## config.mk

```make
export PLATFORM = sky130hd
export DESIGN_NAME = esc_motor_mixer
export DESIGN_NICKNAME = d
export VERILOG_FILES = /design/src/rtl/flt_pkg.sv /design/src/rtl/esc_slew_limiter.sv /design/src/rtl/esc_motor_mixer.sv
export SDC_FILE = /design/constraint.sdc
export NUM_CORES = 1
export LEC_CHECK = 0
export ABC_AREA = 0
export CORE_MARGIN = 2
export CORE_UTILIZATION = 35
export CTS_BUF_LIST = sky130_fd_sc_hd__clkbuf_8
export DETAILED_ROUTE_END_ITERATION = 12
export GPL_TIMING_DRIVEN = 0
export SYNTH_ARGS = -nofsm -noshare
export SYNTH_HDL_FRONTEND = slang
export SYNTH_SLANG_ARGS = --single-unit
```

## constraint.sdc

```tcl
create_clock -name clk -period 3.2 [get_ports clk]
set_input_delay 0.32 -clock clk [delete_from_list [all_inputs] [get_ports clk]]
set_output_delay 0.32 -clock clk [all_outputs]
set_load 0.01 [all_outputs]
```

## src/rtl/flt_pkg.sv

```systemverilog
// Shared types, widths and the saturation helper for the motor mixer.
package flt_pkg;

  localparam int unsigned SPD_W = 11;
  localparam int unsigned MIX_W = 13;

  typedef enum logic [1:0] {
    IDLE = 2'd0,
    CAL  = 2'd1,
    RUN  = 2'd2
  } state_e;

  // Clamp a signed mix sum into the unsigned 11-bit speed range.
  function automatic logic [SPD_W-1:0] sat11(input logic signed [MIX_W-1:0] s);
    logic [SPD_W-1:0] res;
    if (s < 0) begin
      res = '0;
    end else if (s > 13'sd2047) begin
      res = '1;
    end else begin
      res = s[SPD_W-1:0];
    end
    return res;
  endfunction

endpackage

```

## src/rtl/esc_slew_limiter.sv

```systemverilog
// One speed channel: moves current toward target by at most SLEW when enabled.
module esc_slew_limiter
  import flt_pkg::*;
#(
  parameter logic [SPD_W-1:0] SLEW = 11'd64
) (
  input  logic [SPD_W-1:0] target,
  input  logic [SPD_W-1:0] current,
  input  logic             en,
  output logic [SPD_W-1:0] next_spd
);

  logic signed [SPD_W:0] diff;
  logic signed [SPD_W:0] slew_s;

  assign diff   = $signed({1'b0, target}) - $signed({1'b0, current});
  assign slew_s = $signed({1'b0, SLEW});

  always_comb begin
    next_spd = current;
    if (en) begin
      if (diff > slew_s) begin
        next_spd = current + SLEW;
      end else if (diff < -slew_s) begin
        next_spd = current - SLEW;
      end else begin
        next_spd = target;
      end
    end
  end

endmodule

```

## src/rtl/esc_motor_mixer.sv

```systemverilog
// Quad motor mixer: arm/calibration sequencing, saturating mix stage and
// slew-limited speed outputs feeding the per-motor ESC PWM stages.
module esc_motor_mixer
  import flt_pkg::*;
#(
  parameter logic [SPD_W-1:0] MIN_RUN = 11'd400,
  parameter logic [SPD_W-1:0] CAL_SPD = 11'd656,
  parameter logic [SPD_W-1:0] SLEW    = 11'd64
) (
  input  logic             clk,
  input  logic             rst_n,
  input  logic             arm,
  input  logic             inertial_cal,
  input  logic             vld,
  input  logic [8:0]       thrst,
  input  logic [9:0]       ptch,
  input  logic [9:0]       roll,
  input  logic [9:0]       yaw,
  output logic [SPD_W-1:0] frnt_spd,
  output logic [SPD_W-1:0] bck_spd,
  output logic [SPD_W-1:0] lft_spd,
  output logic [SPD_W-1:0] rght_spd,
  output logic [1:0]       state_o
);

  localparam int unsigned NumMot = 4;

  // Channel order: 0 front, 1 back, 2 left, 3 right.
  state_e                       state_q;
  logic [NumMot-1:0][SPD_W-1:0] spd_q;
  logic [NumMot-1:0][SPD_W-1:0] tgt_q;
  logic                         tgt_vld_q;
  logic [NumMot-1:0][SPD_W-1:0] mix;
  logic [NumMot-1:0][SPD_W-1:0] slew_next;

  logic signed [MIX_W-1:0] base, p_s, r_s, y_s;

  always_comb begin
    base   = $signed({2'b00, MIN_RUN}) + $signed({4'b0000, thrst});
    p_s    = {{(MIX_W-10){ptch[9]}}, ptch};
    r_s    = {{(MIX_W-10){roll[9]}}, roll};
    y_s    = {{(MIX_W-10){yaw[9]}}, yaw};
    mix[0] = sat11(base + p_s - y_s);
    mix[1] = sat11(base - p_s - y_s);
    mix[2] = sat11(base + r_s + y_s);
    mix[3] = sat11(base - r_s + y_s);
  end

  for (genvar g = 0; g < NumMot; g++) begin : g_slew
    esc_slew_limiter #(
      .SLEW(SLEW)
    ) u_slew (
      .target  (tgt_q[g]),
      .current (spd_q[g]),
      .en      (tgt_vld_q),
      .next_spd(slew_next[g])
    );
  end

  // Outputs are decided together with the state transition so that IDLE/CAL
  // speeds appear on the same edge the new state does.
  always_ff @(posedge clk or negedge rst_n) begin
    if (!rst_n) begin
      state_q   <= IDLE;
      spd_q     <= '0;
      tgt_q     <= '0;
      tgt_vld_q <= 1'b0;
    end else begin
      tgt_vld_q <= 1'b0;
      if (!arm) begin
        state_q <= IDLE;
        spd_q   <= '0;
      end else begin
        unique case (state_q)
          IDLE: begin
            if (inertial_cal) begin
              state_q <= CAL;
              spd_q   <= {NumMot{CAL_SPD}};
            end else begin
              state_q <= RUN;
            end
          end
          CAL: begin
            spd_q <= {NumMot{CAL_SPD}};
            if (!inertial_cal) begin
              state_q <= RUN;
            end
          end
          RUN: begin
            if (inertial_cal) begin
              state_q <= CAL;
              spd_q   <= {NumMot{CAL_SPD}};
            end else begin
              if (vld) begin
                tgt_q <= mix;
              end
              tgt_vld_q <= vld;
              spd_q     <= slew_next;
            end
          end
          default: begin
            state_q <= IDLE;
            spd_q   <= '0;
          end
        endcase
      end
    end
  end

  assign frnt_spd = spd_q[0];
  assign bck_spd  = spd_q[1];
  assign lft_spd  = spd_q[2];
  assign rght_spd = spd_q[3];
  assign state_o  = state_q;

endmodule

```

=== Word level (Yosys, flattened, before mapping) ===
Index checks and enable logic that the tools add are counted.

* Bits in registers: 91
* Input bits: 44
* Output and inout bits: 46
* Word-level logic and storage cells: 90

* $add $sub $neg: 21
* Magnitude comparators: 16
* Eq/ne operators: 6
* Mux-type cells: 32
* Bitwise operators: 1
* Reductions and logical operators: 4

{| class="wikitable"
|+ Operators with widths
! operator !! number
|-
| $mux 11 || 20
|-
| $mux 44 || 3
|-
| $pmux 44 s3 || 1
|-
| $gt 13x12->1 const B || 4
|-
| $lt 13x1->1 const B || 4
|-
| $gt 12x8->1 const B || 4
|-
| $lt 12x7->1 const B || 4
|-
| $sub 11x11->12 || 4
|-
| $add 11x7->11 const B || 4
|-
| $sub 11x7->11 const B || 4
|-
| $add 12x10->13 || 2
|-
| $sub 12x10->13 || 2
|-
| $add 11x10->12 || 2
|-
| $sub 11x10->12 || 2
|-
| $add 9x9->10 const A || 1
|-
| $ne 3x3->1 const B || 3
|-
| $mux 2 || 4
|-
| $pmux 2 s3 || 1
|-
| $ne 4x4->1 const B || 1
|-
| $reduce_and 2->1 || 2
|-
| $reduce_and 4->1 || 1
|-
| $mux 1 || 3
|-
| $eq 2x1->1 const B || 1
|-
| $eq 2x2->1 const B || 1
|-
| 2 further kinds || 2
|}

=== Logic depth before layout (Yosys ltp) ===
Gate-level depths: netlist (run 1).

* Depth after elaboration: 8
* Gate-level depth with buffers: 15
* Depth with buffers taken out: 14

=== Modules after synthesis ===
A second synthesis (run 1) with hierarchy kept.

* Cell total of the unflattened synthesis: 1,360
* Area total of the unflattened synthesis: 11,646.2 um2

{| class="wikitable"
|+ By module, submodules not included
! module !! times used !! cells each !! area each (um2) !! seq. area each (um2)
|-
| esc_motor_mixer || 1 || 742 || 7,009.2 || 2,277.2
|-
| esc_slew_limiter (g_slew[0].u_slew ...) || 3 || 147 || 1,123.6 || 0.0
|-
| esc_slew_limiter (g_slew[3].u_slew) || 1 || 177 || 1,266.2 || 0.0
|}

=== Least setup slack after synthesis (run 1) ===
No wires, ideal clock.

* Path type: in2reg
* Start: input thrst[4]
* End: register tgt_q[35] in the netlist's numbering
* Setup time: 0.134 ns
* Data arrival time: 3.296 ns
* Required time: 3.066 ns
* Path slack: -0.230 ns
* Stages on the path: 12
* Buffers on the path: 1
* Path through: nand3_1 > nor3b_1 > fa_1 > inv_1 > ha_1 > nor2b_1 > o21ai_0 > o21ai_0 > or4_1 > nand3_1 > clkbuf_1 > o21ai_0

* Longest elaborated chain between the ends: 6

{| class="wikitable"
|+ RTL lines
! what !! line !! RTL
|-
| start: declaration || esc_motor_mixer.sv:15 || <nowiki>input logic [8:0] thrst,</nowiki>
|-
| $add 9x9->10 * || esc_motor_mixer.sv:39 || <nowiki>base = $signed({2'b00, MIN_RUN}) + $signed({4'b0000, thrst});</nowiki>
|-
| $sub 11x10->12 * || esc_motor_mixer.sv:46 || <nowiki>mix[3] = sat11(base - r_s + y_s);</nowiki>
|-
| $add 12x10->13 * || esc_motor_mixer.sv:46 ||
|-
| $gt 13x12->1 || flt_pkg.sv:18 || <nowiki>end else if (s > 13'sd2047) begin</nowiki>
|-
| $mux 11 || flt_pkg.sv:18 ||
|-
| $mux 11 * || flt_pkg.sv:16 || <nowiki>if (s < 0) begin</nowiki>
|-
| end signal: assignment || esc_motor_mixer.sv:95 || <nowiki>tgt_q <= mix;</nowiki>
|-
| end: declaration || esc_motor_mixer.sv:31 || <nowiki>logic [NumMot-1:0][SPD_W-1:0] tgt_q;</nowiki>
|}

Every way passes the cells marked *; elsewhere a longest branch is shown, timed or not.
A chain may end at the register's enable or synchronous reset.

=== Final worst setup path (run 1) ===
* Start: register tgt_q[25] in the netlist's numbering
* End: register spd_q (netlist bit lft_spd[4])

* Longest elaborated chain between the ends: 8

{| class="wikitable"
|+ RTL lines
! what !! line !! RTL
|-
| $sub 11x11->12 * || esc_slew_limiter.sv:16 || <nowiki>assign diff = $signed({1'b0, target}) - $signed({1'b0, current});</nowiki>
|-
| $lt 12x7->1 || esc_slew_limiter.sv:24 || <nowiki>end else if (diff < -slew_s) begin</nowiki>
|-
| $mux 11 || esc_slew_limiter.sv:24 ||
|-
| $mux 11 * || esc_slew_limiter.sv:22 || <nowiki>if (diff > slew_s) begin</nowiki>
|-
| $mux 11 * || esc_slew_limiter.sv:21 || <nowiki>if (en) begin</nowiki>
|-
| $mux 44 * || esc_motor_mixer.sv:90 || <nowiki>if (inertial_cal) begin</nowiki>
|-
| $pmux 44 s3 * || esc_motor_mixer.sv:74 || <nowiki>unique case (state_q)</nowiki>
|-
| $mux 44 * || esc_motor_mixer.sv:70 || <nowiki>if (!arm) begin</nowiki>
|-
| end signal: assignment || esc_motor_mixer.sv:78 || <nowiki>spd_q <= {NumMot{CAL_SPD}};</nowiki>
|-
| end signal: assignment || esc_motor_mixer.sv:92 || <nowiki>spd_q <= {NumMot{CAL_SPD}};</nowiki>
|-
| end signal: assignment || esc_motor_mixer.sv:98 || <nowiki>spd_q <= slew_next;</nowiki>
|-
| end: declaration || esc_motor_mixer.sv:30 || <nowiki>logic [NumMot-1:0][SPD_W-1:0] spd_q;</nowiki>
|}

Every way passes the cells marked *; elsewhere a longest branch is shown, timed or not. The select of a mux whose other input is x is not followed.

==> impl_metrics.toml, run 1 <==
[worst_hold_path]
hold-path-endpoint = "tgt_q[11]$_DFFE_PN0P_"
min_from = "thrst[1]"
hold_path_depth = 4
min_path_type = "primary input to register"

[synthesis]
synth_common_cells = "177 x inv_1, 109 x ha_1, 105 x nor2_1"
ys_ff_latch = 91
syn_nets = 1406
synthArstFlopShare_pct = 100
yosysSeqAreaShare_pct = 22.5
synth_enable_flop_cells = 0
syn_avg_cell_area_um2 = 8.39
synth_flop_cell = "dfrtp_1"
syn_inst = 1204
synth_top_area_share_pct = 22.5
ys_warn_count = 0
synth.most_common_cell = "inv_1"
syn_area_um2 = 10100
synth_area_leaders = "dfrtp_1 23%, ha_1 13%, fa_1 9.7%, inv_1 6.6%, xnor2_1 4.0%"
yosys.area.top_type = "dfrtp_1"
synth_cell_types = 83

[critical_path]
arrival_ns = 3.42
path_cells = "ha_1, o21a_1, o31a_1, o21ai_4, a2111oi_2, a311oi_1, buf_4, nor4_4, mux2i_4, a21o_4, a22o_1"
rr_endpoint = "lft_spd[4]$_DFFE_PN0P_"
required_ns = 3.48
worst-path-buf-inv = 1
cp_max_fo = 6
worstSetupPathType = "register to register"
r2r_slack_ns = 0.06
start_kind = "register"
worst_path_max_delay_cell = "dfrtp_1"
rr_worst_depth = 11
r2r-start = "tgt_q[25]$_DFFE_PN0P_"
end_kind = "register"
max_stage_delay_ns = 0.44
path_delay_family = "compound AO/OA/AOI/OAI gates"

[placement]
dpl_cell_area_um2 = 11500
io_buffers = 89
gp_congestion = 0.875
dp_hpwl_um = 22400
pre_cts_ws_ns = -1.30

[timing]
hold_viol = 0
clock_skew_ns = 0.0172
period_minus_slack_ns = 3.14
rsz0062_at_grt = "yes"
setup_ws_ns = 0.0648
fmaxAchievable_mhz = 319
maxSlewViolCount = 0
finalCritPeriodShare_pct = 98.0
finalSetupViolCount = 0
max-slew-margin-rel_pct = 44.2
max_slew.worst_pin.slew_ns = 0.835

[floorplan]
ios = 90
initial_utilization_pct = 35.4
fp-row-count = 62
die-width_um = 174
die-area_um2 = 30300
die_y_um = 174
core_um2 = 28500

[grt]
grt_usage_pct = 18.8
grt-busiest-layer = "met2"
grt_pass1_vias = 8805
grt_pass1_wl_um = 46100
grt-ovfl-total = 0
grt_util_met1_pct = 27.1
grt_max_degree = 49
met3_usage_pct = 2.71
gr-usage-met2_pct = 29.8
antenna_found_initial = 1

[final_layout]
stdcell_area_um2 = 13100
areaGrowthSynthToFinish_pct = 29.8
layout-drive-gt1-share_pct = 19.1
nets = 1562
antenna_cells = 0

[cts]
clk_latency_ns = 0.39
cts_max_level = 3
cts_inserted_buffers = 9
clockBufferDepth = 2
clkSlewWorstSetupHoldPaths_ns = 0.10
clkSinkCount = 91
root_buffer = "clkbuf_8"
cts_tree = "yes"

[power]
powerDensity_nw_per_um2 = 655
power.switching_uw = 4070
p_int_uw = 4510
p_sw_share_pct = 47.4
leakage_uw = 0.00587
ir_drop_uv = 264
pwr-share-clk_pct = 10.5
comb_power_share_pct = 70.6
seqPwrFrac_pct = 18.9
power_uw = 8590

[detailed_routing]
wl_um = 29300
first_iter_violations = 557
drc = 0
via_count = 9198
drt_first_pass_iters = 8
detail_route.wl_per_cell_um = 16.8
ant_nets = 0
detail_route.vias_per_cell = 5.26

[run_status]
status = "completed"

[flow_run]
maxCapViolCount = 0
per-stage QoR:
stage          TNS (ns)  cells  util (%)  hold WS (ns)
2_1_floorplan         0   1204         -        0.0244
3_3_place_gp    -215.25   1677      40.4         0.473
3_5_place_dp     -58.01   1678      40.4         0.362
4_1_cts        -0.00932   1718      43.2         0.437
5_1_grt          -0.459   1749      46.0         0.467
6_report              0   1749      46.0         0.417
per-layer routing:
layer	share of wire, %	vias up
li1	-	4511
met1	49	4467
met2	46	195
met3	4.2	23
met4	1.2	2
met5	0.038	-
tightest hold or removal path, stage by stage:
cell and delay (ns):
clkbuf_4 0.18, xor2_1 0.08, nor2_1 0.09, o22ai_1 0.07
timing repair:
action                     in CTS  in global routing
hold buffers                    1                  0
hold endpoints to repair       43                  0
gates cloned                    1                  4
gates resized for setup       124                159
setup endpoints to repair      82                 87
pin swaps                      42                 62
buffers inserted               25                 28
state kept, by name, summed over array words and instances (netlist names):
signal,cells
lft_spd,11
state_o,2
bck_spd,11
tgt_q,44
tgt_vld_q,1
frnt_spd,11
rght_spd,11
cells in the final DEF, fill, tap and decap left out, types with 37 or more instances in the layout:
cell,instances
a21oi_1,48
buf_4,56
clkdlybuf4s50_1,63
dfrtp_1,83
fa_1,37
ha_1,84
inv_1,166
nand2_1,76
nor2_1,98
o21ai_0,47
xnor2_1,42
how the worst max path moves through the flow:
stage,startpoint,to,slack (ns),cells past startpoint
6_report,tgt_q[25]$_DFFE_PN0P_,lft_spd[4]$_DFFE_PN0P_,0.06,11
5_1_grt,lft_spd[4]$_DFFE_PN0P_,lft_spd[8]$_DFFE_PN0P_,-0.04,12
4_1_cts,lft_spd[0]$_DFFE_PN0P_,lft_spd[4]$_DFFE_PN0P_,-0.007,11
3_5_place_dp,thrst[1],tgt_q[39]$_DFFE_PN0P_,-1.30,14
3_3_place_gp,rst_n,rght_spd[3]$_DFFE_PN0P_,-1.76,1
2_1_floorplan,thrst[2],tgt_q[25]$_DFFE_PN0P_,0.005,14
power by group through the flow:
stage	registers [uW]	clock network, uW	logic [uW]
5_1_grt	1660	968	6660
2_1_floorplan	1540	0	3660
6_report	1630	900	6060
3_3_place_gp	1630	0	4640
4_1_cts	1610	924	5130
3_5_place_dp	1630	0	4700
kinds of logic after synthesis:
family | Yosys count | synth area share, %
adders and majority gates | 158 | 23.2
buffers and inverters | 200 | 7.58
muxes | 15 | 1.63
xor gates and xnor gates | 71 | 6.15
DFF | 91 | 22.5
and+or+nand+nor | 324 | 15.7
AOI/OAI and AO/OA | 345 | 23.2
cell type report:
class / count / area (um2)
fillers: 2806 / 15400
multi-input cells: 913 / 7940
flip-flops and latches: 91 / 2290
repair buffers: 149 / 1360
inverters: 177 / 673
well taps: 384 / 480
plain buffers: 19 / 151
clock buffers: 10 / 138
clock inverters: 6 / 88.8
(Power assumes the default switching activity.)
==> run 2, diff against run 1 <==
--- a/config.mk
+++ b/config.mk
@@ -7,10 +7,11 @@
 export LEC_CHECK = 0
 export ABC_AREA = 0
 export CORE_MARGIN = 2
-export CORE_UTILIZATION = 35
+export CORE_UTILIZATION = 55
 export CTS_BUF_LIST = sky130_fd_sc_hd__clkbuf_8
 export DETAILED_ROUTE_END_ITERATION = 12
 export GPL_TIMING_DRIVEN = 0
+export PLACE_DENSITY = 0.8
 export SYNTH_ARGS = -nofsm -noshare
 export SYNTH_HDL_FRONTEND = slang
 export SYNTH_SLANG_ARGS = --single-unit
==> run 2 against run 1 <==
  * Cell count is 7.7% lower
  * First-iteration DRC count is 36% higher
  * Critical path depth is 5 higher
  * Critical endpoint is now tgt_q[7]$_DFFE_PN0P_
  * Largest power group unchanged
  * Fmax is 1.1% lower
  * Combinational power is 0.7% higher
  * Die area is 36% lower
  * Flip-flop and latch count stayed put
  * Count of clock-buffer cells in the layout is 1 lower
  * Non-clock buffer count is 21 higher
  * Clock skew is 0.0026 ns lower
  * Register-to-register slack better by 0.03 ns
==> impl_metrics.toml, run 2 (synthesis results as in run 1) <==
[floorplan]
die_y_um = 140
initial_utilization_pct = 56.1
fp-row-count = 49
core_um2 = 18000
die-width_um = 140
ios = 90
die-area_um2 = 19500

[placement]
pre_cts_ws_ns = -1.25
io_buffers = 89
dpl_cell_area_um2 = 11400
placed_cells = 1523
dp_hpwl_um = 21300
gp_congestion = 0.919

[timing]
finalCritPeriodShare_pct = 99.1
finalSetupViolCount = 0
period_minus_slack_ns = 3.17
setup_ws_ns = 0.0296
max_slew.worst_pin.slew_ns = 0.785
clock_skew_ns = 0.0146
hold_viol = 0
final.setup.tns_ns = 0
rsz0062_at_grt = "yes"
fmaxAchievable_mhz = 315
maxSlewViolCount = 0
max-slew-margin-rel_pct = 47.5

[flow_run]
maxCapViolCount = 0

[cts]
cts_inserted_buffers = 9
clkSlewWorstSetupHoldPaths_ns = 0.10
clk_latency_ns = 0.38
clockBufferDepth = 2
cts_max_level = 3
root_buffer = "clkbuf_8"
clkSinkCount = 91
cts_tree = "yes"

[final_layout]
areaGrowthSynthToFinish_pct = 29.5
fin_util_pct = 72.6
nets = 1583
top_register = "tgt_q"
largest_reg_flops = 44
fillers = 1309
antenna_cells = 0
mostFrequentLayoutCell = "inv_1"
layout-drive-gt1-share_pct = 20.3
stdcell_area_um2 = 13100
stdcell_count = 1615
layout_common_cells = "163 x inv_1, 99 x nor2_1, 87 x dfrtp_1"

[critical_path]
required_ns = 3.43
path_cells = "dlygate4sd2_1, inv_2, fa_1, inv_2, ha_4, nor2b_1, o21ai_1, nand2b_1, a211oi_4, o21ai_2, a211oi_2, buf_4, nand2b_4, a311o_1, clkbuf_16, o22ai_1"
path_delay_family = "compound AO/OA/AOI/OAI gates"
path_common_cell = "inv_2"
max_stage_delay_ns = 0.55
worstSetupPathType = "primary input to register"
worst-path-buf-inv = 5
arrival_ns = 3.40
cp_max_fo = 5
start_kind = "primary input"
end_kind = "register"
worst_path_max_delay_cell = "fa_1"

[grt]
antenna_found_initial = 0
grt_pass1_vias = 9292
met3_usage_pct = 3.54
grt_util_met1_pct = 39.2
grt_max_degree = 53
grt_usage_pct = 29.2
grt_pass1_wl_um = 46600
gr-usage-met2_pct = 49.3
grt-ovfl-total = 0
grt-busiest-layer = "met2"

[detailed_routing]
drt_first_pass_iters = 5
via_count = 9823
detail_route.wl_per_cell_um = 18.8
wl_um = 30400
first_iter_violations = 760
drc = 0
ant_nets = 0
detail_route.vias_per_cell = 6.08

[power]
ir_drop_uv = 472
powerDensity_nw_per_um2 = 653
leakage_uw = 0.00598

[worst_hold_path]
min_path_type = "primary input to asynchronous set/reset pin"

[run_status]
status = "completed"
run 2: cell type report:
cell class	instances	area, um2	share of cell area (%)
buffer	20	159	1.21
clock buffer	9	124	0.946
clock inverter	7	75.1	0.574
inverter	177	668	5.10
multi-input combinational	913	7980	61.0
sequential	91	2280	17.4
tap	229	287	2.19
timing repair buffer	169	1510	11.6
run 2: worst paths after layout:
check | from | endpoint | slack (ns) | cells past startpoint
worst max-delay path | thrst[2] | tgt_q[7]$_DFFE_PN0P_ | 0.03 | 16
max in group asynchronous | rst_n | bck_spd[5]$_DFFE_PN0P_ | 2.06 | 3
worst min-delay path | rst_n | tgt_q[22]$_DFFE_PN0P_ | 0.49 | 2
min in group clk | thrst[1] | tgt_q[11]$_DFFE_PN0P_ | 0.49 | 4
worst min register to register | tgt_q[33]$_DFFE_PN0P_ | rght_spd[0]$_DFFE_PN0P_ | 0.51 | 1
worst max register to register | frnt_spd[0]$_DFFE_PN0P_ | frnt_spd[2]$_DFFE_PN0P_ | 0.09 | 10
run 2: routing by layer:
| layer | vias up | part of all wire [%] | routed length [um] |
|---|---|---|---|
| met4 | 0 | 3.4 | 1050 |
| met3 | 94 | 5.8 | 1770 |
| li1 | 4555 | - | - |
| met2 | 403 | 49 | 14900 |
| met5 | - | 0 | 0 |
| met1 | 4771 | 42 | 12700 |
run 2: timing repair:
| action | CTS | global route |
|---|---|---|
| gates cloned | 2 | 3 |
| hold buffers | 1 | 0 |
| setup endpoints to repair | 85 | 88 |
| buffers inserted | 29 | 44 |
| endpoints found under the hold margin | 39 | 0 |
| pin swaps | 50 | 73 |
| gates resized for setup | 145 | 140 |
run 2: where the power goes:
group / internal, uW / leakage, uW / switching (uW)
registers: 1360 / 0.00118 / 278
clock network: 365 / 0.0000976 / 438
logic: 2670 / 0.00470 / 3430
run 2: metrics by stage:
step                hold slack (ns)  power, uW
floorplan                    0.0244       5190
global placement              0.469       6210
detailed placement            0.358       6310
CTS                           0.495       7630
global route                  0.498       9130
finish                        0.487       8540
